### config.mk
export PLATFORM = sky130hd
export DESIGN_NAME = bram_stream_reader
export DESIGN_NICKNAME = d
export VERILOG_FILES = /design/src/rtl/bram_stream_pkg.sv /design/src/rtl/stream_fifo2.sv /design/src/rtl/bram_stream_reader.sv
export SDC_FILE = /design/constraint.sdc
export NUM_CORES = 1
export LEC_CHECK = 0
export CAP_MARGIN = 20
export CORE_MARGIN = 10
export CORE_UTILIZATION = 54
export DETAILED_ROUTE_END_ITERATION = 16
export GPL_TIMING_DRIVEN = 1
export MAX_ROUTING_LAYER = met4
export PLACE_DENSITY_LB_ADDON = 0.25
export SYNTH_ARGS = -nofsm -noshare
export SYNTH_HDL_FRONTEND = slang
export SYNTH_SLANG_ARGS = --single-unit
### constraint.sdc
create_clock -name clk -period 3.75 [get_ports clk]
set_clock_uncertainty 0.2 [all_clocks]
set_input_delay 0.375 -clock clk [delete_from_list [all_inputs] [get_ports clk]]
set_output_delay 0.375 -clock clk [all_outputs]
set_load 0.005 [all_outputs]
### src/rtl/bram_stream_pkg.sv
// -----------------------------------------------------------------------------
// bram_stream_pkg
// Shared definitions for the BRAM read-side streaming front end:
//   - state_t          : transfer FSM states (IDLE, RUN, DRAIN, DONE)
//   - WORD_BYTES       : bytes per BRAM word (address stride)
//   - BUF_DEPTH        : entries in the output skid buffer
//   - align_word_addr(): clears the byte-offset bits of a byte address
// -----------------------------------------------------------------------------
package bram_stream_pkg;

    typedef enum logic [1:0] {
        ST_IDLE  = 2'd0,
        ST_RUN   = 2'd1,
        ST_DRAIN = 2'd2,
        ST_DONE  = 2'd3
    } state_t;

    localparam int unsigned WORD_BYTES = 4;
    localparam int unsigned BUF_DEPTH  = 2;

    // Byte addresses are forced onto a word boundary; the low offset bits
    // of the caller's address carry no meaning for 32-bit BRAM words.
    function automatic logic [31:0] align_word_addr(input logic [31:0] addr);
        return addr & ~32'(WORD_BYTES - 1);
    endfunction

endpackage

### src/rtl/stream_fifo2.sv
// -----------------------------------------------------------------------------
// stream_fifo2
// Two-entry, 32-bit FIFO used as the output buffer of bram_stream_reader.
// Ports:
//   clk_i   : clock, rising edge
//   rst_ni  : asynchronous active-low reset (clears pointers, count and data)
//   push_i  : write din_i into the tail entry
//   din_i   : write data
//   pop_i   : drop the head entry (ignored when empty)
//   occ_o   : number of valid entries, 0..2
//   head_o  : data of the head entry
// The caller guarantees no push while full without a simultaneous pop.
// -----------------------------------------------------------------------------
module stream_fifo2 (
    input  logic        clk_i,
    input  logic        rst_ni,
    input  logic        push_i,
    input  logic [31:0] din_i,
    input  logic        pop_i,
    output logic [1:0]  occ_o,
    output logic [31:0] head_o
);
    import bram_stream_pkg::*;

    logic [31:0] mem_q [BUF_DEPTH];
    logic        wr_ptr_q;
    logic        rd_ptr_q;
    logic [1:0]  occ_q;
    logic        pop_ok;

    assign pop_ok = pop_i && (occ_q != 2'd0);
    assign occ_o  = occ_q;
    assign head_o = mem_q[rd_ptr_q];

    // Data entries are reset as well so the stream data output reads zero
    // immediately after reset.
    always_ff @(posedge clk_i or negedge rst_ni) begin
        if (!rst_ni) begin
            mem_q[0] <= '0;
            mem_q[1] <= '0;
            wr_ptr_q <= 1'b0;
            rd_ptr_q <= 1'b0;
            occ_q    <= 2'd0;
        end else begin
            if (push_i) begin
                mem_q[wr_ptr_q] <= din_i;
                wr_ptr_q        <= ~wr_ptr_q;
            end
            if (pop_ok) begin
                rd_ptr_q <= ~rd_ptr_q;
            end
            case ({push_i, pop_ok})
                2'b10:   occ_q <= occ_q + 2'd1;
                2'b01:   occ_q <= occ_q - 2'd1;
                default: occ_q <= occ_q;
            endcase
        end
    end

endmodule

### src/rtl/bram_stream_reader.sv
// -----------------------------------------------------------------------------
// bram_stream_reader
// Walks a word-aligned BRAM address range, one read per cycle, absorbs the
// 1-cycle BRAM read latency and delivers the words on a valid/ready stream.
// Ports:
//   clk, rst (async, active-low)
//   start, base_addr, word_count : transfer command, sampled in IDLE only
//   busy, done                   : status (busy in RUN/DRAIN, done pulse)
//   bram_addr, bram_en, bram_wen, bram_din, bram_dout : BRAM read port
//   m_data, m_valid, m_ready     : output stream
// -----------------------------------------------------------------------------
module bram_stream_reader #(
    parameter int CNT_W = 16
) (
    input  logic             clk,
    input  logic             rst,
    input  logic             start,
    input  logic [31:0]      base_addr,
    input  logic [CNT_W-1:0] word_count,
    output logic             busy,
    output logic             done,
    output logic [31:0]      bram_addr,
    output logic             bram_en,
    output logic [3:0]       bram_wen,
    output logic [31:0]      bram_din,
    input  logic [31:0]      bram_dout,
    output logic [31:0]      m_data,
    output logic             m_valid,
    input  logic             m_ready
);
    import bram_stream_pkg::*;

    state_t           state_q, state_d;
    logic [31:0]      next_addr_q, next_addr_d;   // address of the next read
    logic [31:0]      last_addr_q, last_addr_d;   // address of the last read
    logic [CNT_W-1:0] cnt_q, cnt_d;               // reads still to issue
    logic             inflight_q;
    logic             issue;
    logic             pop;
    logic [1:0]       occ;
    logic [2:0]       slots_used;

    assign bram_wen = 4'b0000;
    assign bram_din = 32'd0;

    assign m_valid    = (occ != 2'd0);
    assign pop        = m_valid && m_ready;
    assign slots_used = {1'b0, occ} + {2'b00, inflight_q};

    // The read issued this cycle shows its own address; otherwise the port
    // keeps presenting the address of the most recent read.
    assign bram_en   = issue;
    assign bram_addr = issue ? next_addr_q : last_addr_q;

    // Every read lands in the buffer one cycle later without a space check:
    // issue is only allowed while occ + inflight stays within BUF_DEPTH.
    stream_fifo2 u_fifo (
        .clk_i  (clk),
        .rst_ni (rst),
        .push_i (inflight_q),
        .din_i  (bram_dout),
        .pop_i  (pop),
        .occ_o  (occ),
        .head_o (m_data)
    );

    always_comb begin
        state_d     = state_q;
        next_addr_d = next_addr_q;
        last_addr_d = last_addr_q;
        cnt_d       = cnt_q;
        issue       = 1'b0;
        busy        = 1'b0;
        done        = 1'b0;

        case (state_q)
            ST_IDLE: begin
                if (start) begin
                    if (word_count != '0) begin
                        state_d     = ST_RUN;
                        next_addr_d = align_word_addr(base_addr);
                        cnt_d       = word_count;
                    end else begin
                        state_d = ST_DONE;
                    end
                end
            end

            ST_RUN: begin
                busy = 1'b1;
                // A pop this cycle frees a slot, so a full pipeline can
                // still issue and keep one word per cycle.
                issue = (slots_used < 3'd2) || pop;
                if (issue) begin
                    last_addr_d = next_addr_q;
                    next_addr_d = next_addr_q + 32'(WORD_BYTES);
                    cnt_d       = cnt_q - CNT_W'(1);
                    if (cnt_q == CNT_W'(1)) begin
                        state_d = ST_DRAIN;
                    end
                end
            end

            ST_DRAIN: begin
                busy = 1'b1;
                if (!inflight_q &&
                    ((occ == 2'd0) || ((occ == 2'd1) && pop))) begin
                    state_d = ST_DONE;
                end
            end

            ST_DONE: begin
                done    = 1'b1;
                state_d = ST_IDLE;
            end

            default: state_d = ST_IDLE;
        endcase
    end

    always_ff @(posedge clk or negedge rst) begin
        if (!rst) begin
            state_q     <= ST_IDLE;
            next_addr_q <= '0;
            last_addr_q <= '0;
            cnt_q       <= '0;
            inflight_q  <= 1'b0;
        end else begin
            state_q     <= state_d;
            next_addr_q <= next_addr_d;
            last_addr_q <= last_addr_d;
            cnt_q       <= cnt_d;
            inflight_q  <= issue;
        end
    end

endmodule

==> flow_summary.toml <==
[run_status]
outcome = "finished clean"

[place]
dp_hpwl_um = 16300
place.gp.congestion = 0.967
io_buffers = 147
post-place-ws_ns = 0.456

[timing]
whs_ns = 0.249
finalWorstSetupSlack_ns = 0.293
fin_crit_sh_pct = 92.2
period_needed_ns = 3.46
hold_violations = 0
tns_ns = 0
timing_worst_slew_pin_value_ns = 0.921
relSlewSlack_pct = 38.6
fmax_ghz = 0.289
setup_viol = 0
slew_viol_final = 0
grt_setup_unrepaired = "false"

[route]
drt_wl_total_um = 23000
via_per_inst = 6.05
vias = 6672
drt-initial-drc-count = 597
post_drt_wl_per_cell_um = 20.8
drtAntennaViolNets = 0
route.detailed.drc = 0
firstDrtPassIters = 5

[synthesis]
yosysSeqAreaShare_pct = 47.0
yosysWarnings = 0
synth_edf_count = 0
synth_area_per_cell_um2 = 10.3
synth_area_leaders = "dfrtp_1 (47%), mux2_2 (14%), nand2_1 (6.0%)"
synth-seq-cells = 147
async_reset_ff_share_pct = 100
netlist.area_leader.share_pct = 47.0
synth_cells = 758
ys_types = 70
ys.flop_type = "dfrtp_1"
synth_area_um2 = 7820
synth_area_leader_cell = "dfrtp_1"

[clock_tree]
postCtsHoldBufs = 1
root_buffer = "clkbuf_16"
cts_setup_buffers = 0
cts.sinks = 147
clk-insertion-delay-late_ns = 0.42
cts_htree_levels = 4
max-clock-path-buffers = 2
path_clk_slew_ns = 0.06
cts_tree = "done"
cts-buffers-inserted = 17
cts_resized = 0

[power]
powerDensity_nw_per_um2 = 942
ir_worst_vdd_mv = 0.479
p_leak_nw = 4.21

[die]
rows = 43
die_area_um2 = 19700
core_um2 = 14000
ioPinCount = 188
chipWidth_um = 140
die_h_um = 140
initial_core_util_pct = 55.7

[finish]
nets = 1005
drive_gt1_share_pct = 18.5
layout_commonest_cell = "dfrtp_1"
final_cell_mix = "dfrtp_1 (147), clkdlybuf4s50_1 (146), nand2_1 (126)"
fill_cells = 1033
n_antenna_cell = 0
area_delta_synth_final_pct = 28.0

[setup_path]
cp-start-kind = "flip-flop"
r2r-start = "u_fifo.occ_o[0]"
max_stage_delay_ns = 0.59
crit_chain = "inv_1 -> ha_1 -> nand2b_1 -> inv_1 -> o21ai_2 -> buf_4 -> nand2_1 -> o21ai_0 -> clkdlybuf4s50_1"
worstSetupPathType = "flip-flop to primary output"
critPathCaptureType = "primary output"
cpMostUsedCell = "inv_1"
crit_arrival_ns = 2.88
path_max_fanout = 20
startpoint = "u_fifo.occ_o[0]"
cpMaxStageDelayCell = "clkdlybuf4s50_1"
worst_ep_required_time_ns = 3.17

[run]
maxCapViolCount = 0

[hold_path]
hold_path.class = "input port to async pin"

[grt]
grt_pass1_vias = 6893
grt_pass1_wl_um = 36500
antenna_found_initial = 0
overflow = 0
grt_use_total_pct = 23.2
grt_max_degree = 122
[path summary, 6_finish.rpt]
| kind | to | slack (ns) | cells after the start |
|---|---|---|---|
| worst max-delay path | bram_addr[11] | 0.29 | 9 |
| worst min-delay path | u_fifo.mem_q[42] | 0.25 | 2 |
| worst max register to register | next_addr_q[18] | 0.70 | 9 |
| worst min register to register | last_addr_q[14] | 0.27 | 2 |
| max in group asynchronous | last_addr_q[18] | 2.11 | 4 |
| min in group clk | last_addr_q[14] | 0.27 | 2 |
[stage by stage]
stage	power (mW)	utilization [%]	instances	cell area, um2
CTS	9.43	71.1	1101	9990
global route	10.0	71.3	1102	10000
detailed placement	7.69	66.9	1069	9390
global placement	7.49	66.9	1069	9390
finish	9.43	71.3	1102	10000
floorplan	5.50	-	795	7960
[kinds of logic (layout without fill, tap and decap cells)]
group                      after synthesis  count (layout)  share of synthesized area [%]
AOI/OAI and AO/OA                      143             143                           13.3
DFF                                    147             147                           47.0
adders and majority gates               11              11                           1.76
muxes                                  103             103                           14.7
and+or+nand+nor                        258             258                           16.3
buffers and inverters                   91             218                           6.40
other                                    1              38                         0.0479
xor gates and xnor gates                 4               4                          0.448
[cells in the mapped netlist, types with 3 or more instances]
master and number:
nor3b_1 3, o32ai_1 3, o22ai_1 11, nand3_1 16
o31a_1 4, xnor2_1 3, buf_4 40, and4_1 6
dfrtp_1 147, or3_1 7, a21oi_1 23, nand2b_1 4
a211oi_1 6, o311ai_1 5, nand4_1 10, nand2_1 126
o311a_1 3, inv_1 16, mux2i_1 7, clkbuf_1 22
o32a_1 5, o31ai_1 6, a31oi_1 4, ha_1 11
or2_2 3, or4_4 3, nor4_2 3, o21ai_0 23
nor2_1 25, a311oi_1 4, and3_1 8, nor3_1 25
o211ai_1 3, a32oi_1 4, mux2_2 96, buf_2 7
buf_1 5, or4_1 3, a221oi_1 3, o21ai_1 12
nor4_1 10
[worst max-delay path, delay by kind of cell (launching register included)]
kind	cells	cell delay (ns)
flops	1	0.44
fa+ha+maj	1	0.18
compound gates	2	0.32
buf+inv	4	1.14
simple gates	2	0.37
[metal layers]
layer  track usage (%)  wire (um)  up-vias
met3              5.07       1540       63
met5                 -          0        -
met1              28.7       9870     3292
met4              8.97        606        0
li1                  -          -     3003
met2              36.5      10900      314
[report_power, final]
part	switching [mW]	leakage (nW)	total, mW	internal, mW
logic	2.34	2.19	4.79	2.45
clock network	0.657	0.283	1.71	1.05
registers	0.568	1.74	2.93	2.37
[registers in the layout, indices dropped and copies added (netlist names)]
| signal | cells |
|---|---|
| u_fifo.wr_ptr_q | 1 |
| u_fifo.rd_ptr_q | 1 |
| u_fifo.occ_o | 2 |
| inflight_q | 1 |
| last_addr_q | 30 |
| state_q | 2 |
| u_fifo.mem_q | 64 |
| cnt_q | 16 |
| next_addr_q | 30 |
[final cells by class]
| class | count | area, um2 | area share [%] |
|---|---|---|---|
| clock inverters | 7 | 97.6 | 0.975 |
| inverters | 17 | 63.8 | 0.637 |
| flip-flops and latches | 147 | 3680 | 36.7 |
| multi-input cells | 557 | 3790 | 37.8 |
| repair buffers | 170 | 1670 | 16.7 |
| well taps | 180 | 225 | 2.25 |
| clock buffers | 24 | 492 | 4.91 |
No activity file was read; power rests on OpenSTA's default activity.
==> RTL change (same flow settings) <==
Encoding of `state_t`: now one-hot (4 bits for 4 states).
--- a/src/rtl/bram_stream_pkg.sv
+++ b/src/rtl/bram_stream_pkg.sv
@@ -10,7 +10,7 @@
 
-    typedef enum logic [1:0] {
-        ST_IDLE  = 2'd0,
-        ST_RUN   = 2'd1,
-        ST_DRAIN = 2'd2,
-        ST_DONE  = 2'd3
+    typedef enum logic [3:0] {
+        ST_IDLE  = 4'b0001,
+        ST_RUN   = 4'b0010,
+        ST_DRAIN = 4'b0100,
+        ST_DONE  = 4'b1000
     } state_t;
Behaviour: no difference found for any inputs over 4 cycles, from zero or initial values and one cycle with rst low; so few cycles prove little.
==> RTL change against the unedited design <==
  * Area after synthesis is 3.7% lower
  * Register-to-register slack hardly changed
  * Sequential cell count is 2 higher
  * Die area is 3.2% lower
  * Final area is 4.2% lower
  * Critical endpoint is now bram_addr[17]
  * Worst setup slack worse by 69 ps
  * Wire length is 16% lower
  * Total power is 12% lower
==> RTL change: results (changes against the unedited design) <==
| Metric | Value |
|---|---|
| Post-DP HPWL | 13490 microns (-17%) |
| End of the critical path | bram_addr[17] |
| Met1 wire length | 8433 microns (-15%) |
| DR vias/cell | 5.723 (-5.5%) |
| Register area share after synthesis | 0.4953 (+0.02494) |
| Multiplexer area fraction after synthesis | 0.1866 (+0.03940) |
| TritonRoute pass-1 iters | 4 (-1) |
| End of the worst register-to-register path | next_addr_q[2]$_DFFE_PN0P_ |
| Nets | 908 (-9.7%) |
| Worst slack, placed | 416.8 ps (-39.57 ps) |
| Most frequent cells after synthesis | 148 x dfrtp_1, 123 x mux2_2, 53 x a21oi_1 |
| Syn Inst Count | 679 (-10%) |
| Met2 Resource Use GR | 0.3230 (-0.04174) |
| Initial DRC Count | 522 (-13%) |
| LEAKAGE | 3.930 nW (-6.7%) |
| Status | complete, no violations |
| Net Sw Frac | 0.3499 (-0.02840) |
| Grt met1 use | 0.2550 (-0.03231) |
| WP data arrival | 2950 ps (+70 ps) |
| Worst min path class | reg2reg |
| Post-route setup slack | 223.4 ps (-69.14 ps) |
| Total GRT Usage | 0.2026 (-0.02965) |
| RePlAce Congestion | 0.8678 (-10%) |
| Fillers | 1049 (+1.5%) |
| CP Max Fanout | 12 (-40%) |
| Detailed-route wire length per cell | 19.17 microns (-8.0%) |
| PwrDens | 869.1 nW/um^2 (-7.7%) |
| Share of cells above drive strength 1 | 0.2238 (+0.03836) |
| Synth area leaders | dfrtp_1 49%, mux2_2 18%, buf_4 3.8% |
| Vias in the first global route | 6040 (-12%) |
| Area of placed instances | 9017 sq um (-3.9%) |
| Synth Area in Compound Gates | 0.1332 (+0.0003060) |
| Hold_ws | 286.3 ps (+37.05 ps) |
| Slowest library cell on the worst path | nor2b_1 |
## RTL change: cell types whose count changed in the layout (fill, tap and decap cells not counted), moves of 7 or more
cell / change
o21ai_0: +8
mux2_2: +27
nand2_1: -82
o22a_1: +7
nor2_1: +8
inv_6: +7
buf_4: -12
a21oi_1: +30
nor3_1: -22
## RTL change: critical path: cells and delay by family (launching register included)
kind                     cells  cell delay [ps]
AO/OA/AOI/OAI                1              250
adder cells (fa/ha/maj)      1              230
buffers and inverters        3              830
flip-flops                   1              410
multiplexers                 1              250
AND/OR/NAND/NOR              1              550
## RTL change: cell type report
cell class	instances	area (sq um)	share of cell area
sequential	149	3730	0.3888
multi-input combinational	481	3453	0.3599
timing repair buffer	159	1590	0.1658
clock buffer	17	425.4	0.04434
tap	180	225.2	0.02347
clock inverter	15	132.6	0.01382
inverter	10	37.54	0.003912
## RTL change: timing repair
action                                  4_1_cts  5_1_grt
endpoints found under the hold margin        75        0
setup buffers                                 0        0
resized for setup                             0        0
hold buffers                                  1        0
endpoints found under the setup margin        0        7
